## config.mk

```make
export PLATFORM = sky130hd
export DESIGN_NAME = race_flow_ctrl
export DESIGN_NICKNAME = d
export VERILOG_FILES = /design/src/rtl/game_pkg.sv /design/src/rtl/race_flow_ctrl_hit_latch.sv /design/src/rtl/race_flow_ctrl.sv
export SDC_FILE = /design/constraint.sdc
export NUM_CORES = 1
export LEC_CHECK = 0
export BUFFER_PORTS_ARGS = -buffer_cell sky130_fd_sc_hd__buf_2
export CELL_PAD_IN_SITES_DETAIL_PLACEMENT = 1
export CELL_PAD_IN_SITES_GLOBAL_PLACEMENT = 1
export CORE_ASPECT_RATIO = 1.75
export CORE_UTILIZATION = 39
export DETAILED_ROUTE_END_ITERATION = 10
export PLACE_DENSITY = 0.82
export SLEW_MARGIN = 15
export SYNTH_ARGS = -nofsm -noshare
export SYNTH_HDL_FRONTEND = slang
export SYNTH_SLANG_ARGS = --single-unit
```

## constraint.sdc

```tcl
create_clock -name clk -period 2.2 [get_ports clk]
set_input_delay 0.44 -clock clk [delete_from_list [all_inputs] [get_ports clk]]
set_output_delay 0.44 -clock clk [all_outputs]
set_load 0.05 [all_outputs]
```

## src/rtl/game_pkg.sv

```systemverilog
// Shared types and constants for the race game sequencer.
// State codes, message-board selects and score saturation helper.
package game_pkg;

  typedef enum logic [2:0] {
    ST_IDLE      = 3'd0,
    ST_COUNTDOWN = 3'd1,
    ST_RACE      = 3'd2,
    ST_CRASH     = 3'd3,
    ST_FINISH    = 3'd4,
    ST_GAME_OVER = 3'd5
  } flow_state_t;

  localparam logic [1:0] MSG_NONE  = 2'd0;
  localparam logic [1:0] MSG_READY = 2'd1;
  localparam logic [1:0] MSG_CRASH = 2'd2;
  localparam logic [1:0] MSG_END   = 2'd3;

  localparam logic [13:0] SCORE_MAX = 14'd9999;

  localparam int HIT_CRASH  = 0;
  localparam int HIT_BONUS  = 1;
  localparam int HIT_FINISH = 2;

  function automatic logic [13:0] sat_add(
    input logic [13:0] a,
    input logic [13:0] b
  );
    logic [14:0] s;
    s = {1'b0, a} + {1'b0, b};
    return (s > {1'b0, SCORE_MAX}) ? SCORE_MAX : s[13:0];
  endfunction

endpackage

```

## src/rtl/race_flow_ctrl_hit_latch.sv

```systemverilog
// Sticky per-pixel hit capture with per-frame sampling.
// A hit on the frame-start clock belongs to the new frame.
module hit_latch
  import game_pkg::*;
#(
  parameter int N = 3
) (
  input  logic         clk,
  input  logic         resetN,
  input  logic         sof,
  input  logic [N-1:0] hit,
  output logic [N-1:0] sampled
);

  logic [N-1:0] flags;

  // accumulate hits, hand them over and restart at frame start
  always_ff @(posedge clk or negedge resetN) begin
    if (!resetN) begin
      flags   <= '0;
      sampled <= '0;
    end else if (sof) begin
      sampled <= flags;
      flags   <= hit;
    end else begin
      flags   <= flags | hit;
    end
  end

endmodule

```

## src/rtl/race_flow_ctrl.sv

```systemverilog
// Frame-rate race sequencer: state, speed, score, lives, sounds.
// Evaluates the previous frame's hits one clock after startOfFrame.
module race_flow_ctrl
  import game_pkg::*;
#(
  parameter int COUNTDOWN_FRAMES = 90,
  parameter int CRASH_FRAMES     = 60,
  parameter int FINISH_FRAMES    = 150,
  parameter int MAX_SPEED        = 8,
  parameter int ACCEL_DIV        = 4,
  parameter int START_LIVES      = 3,
  parameter int BONUS_POINTS     = 50
) (
  input  logic        clk,
  input  logic        resetN,
  input  logic        startOfFrame,
  input  logic        start_key,
  input  logic        accel_key,
  input  logic        crash_hit,
  input  logic        bonus_hit,
  input  logic        finish_hit,
  output logic [2:0]  state_o,
  output logic [3:0]  speed,
  output logic [1:0]  msg_sel,
  output logic        bar_en,
  output logic [13:0] score,
  output logic [1:0]  lives,
  output logic        snd_crash,
  output logic        snd_bonus,
  output logic        snd_finish
);

  localparam logic [7:0]  CD_LAST  = 8'(COUNTDOWN_FRAMES - 1);
  localparam logic [7:0]  CR_LAST  = 8'(CRASH_FRAMES - 1);
  localparam logic [7:0]  FN_LAST  = 8'(FINISH_FRAMES - 1);
  localparam logic [7:0]  AC_LAST  = 8'(ACCEL_DIV - 1);
  localparam logic [3:0]  SPD_MAX  = 4'(MAX_SPEED);
  localparam logic [1:0]  LIVES_0  = 2'(START_LIVES);
  localparam logic [13:0] BONUS    = 14'(BONUS_POINTS);

  flow_state_t state, state_n;
  logic [2:0]  hits;
  logic        tick;
  logic [7:0]  cnt, cnt_n;
  logic [3:0]  speed_n;
  logic [13:0] score_n;
  logic [1:0]  lives_n;
  logic [2:0]  snd, snd_n;

  hit_latch #(.N(3)) u_hit (
    .clk     (clk),
    .resetN  (resetN),
    .sof     (startOfFrame),
    .hit     ({finish_hit, bonus_hit, crash_hit}),
    .sampled (hits)
  );

  // frame tick one clock after the frame pulse
  always_ff @(posedge clk or negedge resetN) begin
    if (!resetN) tick <= 1'b0;
    else         tick <= startOfFrame;
  end

  // game registers, only change on a tick
  always_ff @(posedge clk or negedge resetN) begin
    if (!resetN) begin
      state <= ST_IDLE;
      cnt   <= '0;
      speed <= '0;
      score <= '0;
      lives <= '0;
      snd   <= '0;
    end else begin
      state <= state_n;
      cnt   <= cnt_n;
      speed <= speed_n;
      score <= score_n;
      lives <= lives_n;
      snd   <= snd_n;
    end
  end

  // next-state and datapath update per frame
  always_comb begin
    state_n = state;
    cnt_n   = cnt;
    speed_n = speed;
    score_n = score;
    lives_n = lives;
    snd_n   = snd;
    if (tick) begin
      snd_n = '0;
      case (state)
        ST_IDLE: begin
          speed_n = '0;
          if (start_key) begin
            lives_n = LIVES_0;
            score_n = '0;
            cnt_n   = '0;
            state_n = ST_COUNTDOWN;
          end
        end
        ST_COUNTDOWN: begin
          if (cnt == CD_LAST) begin
            cnt_n   = '0;
            speed_n = 4'd1;
            state_n = ST_RACE;
          end else begin
            cnt_n = cnt + 8'd1;
          end
        end
        ST_RACE: begin
          if (hits[HIT_FINISH]) begin
            snd_n[HIT_FINISH] = 1'b1;
            speed_n = '0;
            cnt_n   = '0;
            state_n = ST_FINISH;
          end else if (hits[HIT_CRASH]) begin
            snd_n[HIT_CRASH] = 1'b1;
            lives_n = lives - 2'd1;
            speed_n = '0;
            cnt_n   = '0;
            state_n = (lives == 2'd1) ? ST_GAME_OVER : ST_CRASH;
          end else begin
            if (hits[HIT_BONUS]) begin
              snd_n[HIT_BONUS] = 1'b1;
              score_n = sat_add(score, BONUS);
            end
            if (cnt == AC_LAST) begin
              cnt_n = '0;
              if (accel_key)
                speed_n = (speed >= SPD_MAX) ? SPD_MAX : speed + 4'd1;
              else
                speed_n = (speed <= 4'd1) ? 4'd1 : speed - 4'd1;
            end else begin
              cnt_n = cnt + 8'd1;
            end
          end
        end
        ST_CRASH: begin
          if (cnt == CR_LAST) begin
            cnt_n   = '0;
            speed_n = 4'd1;
            state_n = ST_RACE;
          end else begin
            cnt_n = cnt + 8'd1;
          end
        end
        ST_FINISH: begin
          if (cnt == FN_LAST) begin
            cnt_n   = '0;
            state_n = ST_IDLE;
          end else begin
            cnt_n = cnt + 8'd1;
          end
        end
        ST_GAME_OVER: begin
          if (start_key) begin
            cnt_n   = '0;
            state_n = ST_IDLE;
          end
        end
        default: begin
          cnt_n   = '0;
          speed_n = '0;
          state_n = ST_IDLE;
        end
      endcase
    end
  end

  // message board and overlay follow the state
  always_comb begin
    msg_sel = MSG_READY;
    bar_en  = 1'b0;
    unique case (state)
      ST_COUNTDOWN: bar_en = 1'b1;
      ST_RACE: begin
        msg_sel = MSG_NONE;
        bar_en  = 1'b1;
      end
      ST_CRASH:     msg_sel = MSG_CRASH;
      ST_FINISH:    msg_sel = MSG_END;
      ST_GAME_OVER: msg_sel = MSG_END;
      default:      msg_sel = MSG_READY;
    endcase
  end

  assign state_o    = state;
  assign snd_crash  = snd[HIT_CRASH];
  assign snd_bonus  = snd[HIT_BONUS];
  assign snd_finish = snd[HIT_FINISH];

endmodule

```

Word-level counts from Yosys, hierarchy flattened
Index checks and enable logic that the tools add are counted.
Widths: inputs -> output; s select.
{"block": "totals", "out_inout_bits": 29, "in_bits": 8, "elab_cells": 96, "regBits": 41}
{"block": "classes", "reduce_logical": 10, "add_sub_neg": 5, "n_lt_le_gt_ge": 3, "n_mux": 45, "n_bitwise": 2, "eq_ne": 22}
{"operator": "$mux 14", "count": 5}
{"operator": "$mux 8", "count": 7}
{"operator": "$pmux 8 s5", "count": 1}
{"operator": "$mux 4", "count": 8}
{"operator": "$mux 3", "count": 10}
{"operator": "$pmux 14 s2", "count": 1}
{"operator": "$pmux 3 s6", "count": 1}
{"operator": "$pmux 4 s4", "count": 1}
{"operator": "$add 14x6->15 const B", "count": 1}
{"operator": "$gt 15x14->1 const B", "count": 1}
{"operator": "$ne 2x2->1 const B", "count": 7}
{"operator": "$reduce_and 5->1", "count": 2}
{"operator": "$add 8x1->8 const B", "count": 1}
{"operator": "$eq 8x2->1 const B", "count": 1}
{"operator": "$eq 8x6->1 const B", "count": 1}
{"operator": "$eq 8x7->1 const B", "count": 1}
{"operator": "$eq 8x8->1 const B", "count": 1}
{"operator": "$mux 2", "count": 4}
{"operator": "$reduce_and 7->1", "count": 1}
{"operator": "$eq 3x2->1 const B", "count": 2}
{"operator": "$eq 3x3->1 const B", "count": 2}
{"operator": "$ne 2x1->1 const B", "count": 3}
{"operator": "$pmux 2 s3", "count": 1}
{"operator": "$reduce_and 6->1", "count": 1}
{"operator": "17 further kinds", "count": 23}

Longest topological paths before layout
{"block": "depth", "word_depth": 7, "ltp_mapped": 11, "ltp_nobuf": 9}

By module
A second synthesis with hierarchy kept.
{"block": "unflattened", "hier_cells": 286, "area_unflattened_um2": 2720.1}
{"module": "race_flow_ctrl", "cells_per_inst": 273, "seq_area_each_um2": 875.8, "instances": 1, "area_per_inst_um2": 2506.2}
{"module": "hit_latch", "cells_per_inst": 13, "seq_area_each_um2": 150.1, "instances": 1, "area_per_inst_um2": 214.0}

Least setup slack after synthesis
Ideal clock, no wire load.
{"block": "synth_timing", "kind": "register to register", "from": "register score[2]", "to": "register score[6]", "arrival_time_ps": 2600, "path_stages_with_launch": 11, "setup_time_ps": 120, "n_path_buf": 2, "path_slack_ps": -519, "synth_period_minus_slack_ps": 2719, "required_ps": 2080, "cell_sequence": "dfrtp_1 > ha_1 > buf_2 > nand2_1 > nor4_1 > a211oi_1 > a2111oi_2 > o21a_2 > buf_6 > o22ai_1 > a31o_1"}
{"block": "synth_between", "elab_chain_len": 7}
{"item": "from (decl)", "line_no": "race_flow_ctrl.sv:26", "text": "output logic [13:0] score,"}
{"item": "from (signal assigned)", "line_no": "race_flow_ctrl.sv:77", "text": "score <= score_n;"}
{"item": "$add 14x6->15 *", "line_no": "game_pkg.sv:30", "text": "s = {1'b0, a} + {1'b0, b};"}
{"item": "$gt 15x14->1", "line_no": "game_pkg.sv:31", "text": "return (s > {1'b0, SCORE_MAX}) ? SCORE_MAX : s[13:0];"}
{"item": "$mux 14 *", "line_no": "game_pkg.sv:31"}
{"item": "$mux 14 *", "line_no": "race_flow_ctrl.sv:125", "text": "if (hits[HIT_BONUS]) begin"}
{"item": "$mux 14 *", "line_no": "race_flow_ctrl.sv:118", "text": "end else if (hits[HIT_CRASH]) begin"}
{"item": "$mux 14 *", "line_no": "race_flow_ctrl.sv:113", "text": "if (hits[HIT_FINISH]) begin"}
{"item": "$pmux 14 s2 *", "line_no": "race_flow_ctrl.sv:93", "text": "case (state)"}
Every way passes the cells marked *; elsewhere a longest branch is shown, timed or not. The select of a mux whose other input is x is not followed.
A chain may end at the register's enable or synchronous reset.

Worst setup path in the final report
{"block": "layout_timing", "from": "register score[2]", "to": "register score[5]"}
The elaborated chain is that of the path after synthesis.

==> flow_summary.ini <==
[status]
status = finished with violations
failed_checks = setup timing

[clock_network]
holdBufCountCts = 0
cts.clk_slew.worst_paths_ns = 0.07
cts_buffer_depth = 2
cts.sinks = 41
cts.root.buffer_cell = clkbuf_16
clk_latency_ns = 0.30
htreeDepth = 2
cts_made_buffers = 5
tritoncts = built

[yosys]
syn_inst = 292
synth-simple-area-share_pct = 27.0
async_flop_share_pct = 100
yosysWarnings = 0
synth_cell_types = 59
synthXorXnorAreaFrac_pct = 3.35
ys_seq_elements = 41
synth_top_family_by_area = simple AND/OR/NAND/NOR gates
postSynthNetCount = 308
ys.flop_type = dfrtp_1
ys_seq_area_share_pct = 39.2
syn-cell-area_um2 = 2620
syn_avg_cell_area_um2 = 8.96
synth.area.mux_share_pct = 2.10
synth_compound_area_share_pct = 20.0
synth_edf_count = 0
yosys.area_share.adder_pct = 3.82

[timing]
finalSetupViolCount = 14
final_max_slew_viol_count = 0
whs_ns = 0.214
tightestPinTransition_ns = 0.564
hold_viol = 0
maxSlewHeadroom_pct = 62.4
clock.fmax_mhz = 385
min_period_ns = 2.60
rsz0062_at_grt = yes
fin_crit_sh_pct = 118
skew_ns = 0.00888
layout_setup_ws_ns = -0.398

[final_layout]
area_delta_synth_final_pct = 44.0
final_cell_mix = buf_4, buf_2, dfrtp_1, nor2_1, nand2_1
final_common_cell = buf_4
nNetsFinal = 397
n_antenna_cell = 0
drive_gt1_share_pct = 44.2

[route]
via_per_inst = 6.01
wl_um = 9830
routedWlPerCell_um = 21.2
vias = 2788
firstDrtPassIters = 4
drcViolationCount = 0
ant_nets = 0
drt_iter0_drc = 70

[power]
power_uw = 4050
power_leakage_uw = 0.00159
power.density_nw_per_um2 = 1080
peakVddDrop_v = 0.000885

[global_routing]
grt_usage_pct = 28.9
antenna_found_initial = 0
grt_pass1_vias = 3045
grt_max_degree = 42
grt_overflow_total = 0
grt_pass1_wl_um = 15100

[critical_path]
reg2reg_setup_slack_ns = -0.40
cp_data_arrival_time_ns = 2.78
critPathLaunchType = flop
slowest_stage = dfrtp_4
crit_fanout = 10
slowest_delay_ns = 0.55
crit_required_ns = 2.39
r2r_cells = 9
reg2reg_to = score[5]
path_class = flop to flop
endpoint_kind = flop
worstPathCellList = ha_4, buf_12, and3b_1, a32oi_2, nand3_2, a2111oi_4, o21a_4, nor4_4, a22o_1
r2r_start = score[2]

[die]
io_pins = 37
initial_core_util_pct = 40.3
rows = 39
die_x_um = 63.9
die_h_um = 110
die_area_um2 = 7060
core_region_area_um2 = 6490

[worst_hold_path]
hold_path_class = input pin to asynchronous set/reset pin

[run]
cap_violations = 0

[placement]
portBuffers = 36
dp_hpwl_um = 6350
gp_congestion = 0.853
## through the flow
step	cell area (um2)	utilization (%)	setup slack (ns)	std cells	TNS, ns
detailed placement	3290	50.7	-0.334	448	-3.50
floorplan	2700	-	-0.231	292	-1.76
CTS	3610	55.6	-0.254	460	-2.37
global route	3770	58.1	-0.452	464	-5.12
finish	3770	58.1	-0.398	464	-4.24
global placement	3290	50.7	-0.234	448	-2.18
## what timing repair did
item | CTS | global route
buffers inserted | 3 | 5
pin swaps | 11 | 22
gates cloned | 1 | 0
endpoints found under the setup margin | 15 | 25
resized for setup | 21 | 32
## cells in the mapped netlist (7+ instances only)
master	instances	area, um2
a21o_1	8	60.1
a21oi_1	12	60.1
dfrtp_1	41	1030
ha_1	8	100
inv_1	12	45.0
nand2_1	27	101
nand3_1	8	40.0
nor2_1	27	101
nor3_1	16	80.1
nor4_1	7	43.8
o21ai_0	15	75.1
o21ai_1	8	40.0
## routing by layer
layer  share of wire (%)  wire, um  up-vias  GRT usage [%]
met1                  34      3330     1394           25.8
li1                    -         -     1256              -
met2                  57      5620       91           59.1
met5                   0         0        -              0
met3                 2.8       276       47           3.91
met4                 6.1       598        0           17.9
## kinds of logic after synthesis
family | Yosys count
muxes | 5
xor gates and xnor gates | 10
buffers and inverters | 24
DFF | 41
adders and majority gates | 8
and+or+nand+nor | 127
AOI/OAI and AO/OA | 77
## power by group
part	total, uW	switching (uW)	internal (uW)
logic	1990	1260	737
registers	1170	263	906
clock network	892	324	568
total	4050	1840	2210
## sequential cells by signal (all words and copies together), names as in the netlist
| name | cells |
|---|---|
| score | 14 |
| cnt | 8 |
| speed | 4 |
| snd | 3 |
| state_o | 3 |
| u_hit.flags | 3 |
| u_hit.sampled | 3 |
| lives | 2 |
| tick | 1 |
## worst max-delay path by stage
| stage | start | endpoint | slack [ns] | depth (start not counted) |
|---|---|---|---|---|
| 3_3_place_gp | score[1] | score[5] | -0.23 | 8 |
| 6_report | score[2] | score[5] | -0.40 | 9 |
| 3_5_place_dp | score[2] | score[5] | -0.33 | 8 |
| 5_1_grt | score[2] | score[5] | -0.45 | 8 |
| 2_1_floorplan | score[1] | score[6] | -0.23 | 11 |
| 4_1_cts | score[2] | score[5] | -0.25 | 8 |
## critical path: cells and delay by family (launching register included)
kind	cells	cell delay, ns
and+or+nand+nor	3	0.39
AOI/OAI and AO/OA	4	1.20
buffers and inverters	1	0.14
DFF	1	0.55
adders and majority gates	1	0.20
## final cells by class
cell class                 instances  area (um2)
clock buffer                       7         143
clock inverter                     1        30.0
fill                             746        2720
inverter                          12        50.0
multi-input combinational        228        1770
sequential                        41        1040
tap                               82         103
timing repair buffer              93         639
Power figures use the tool's default switching activity.
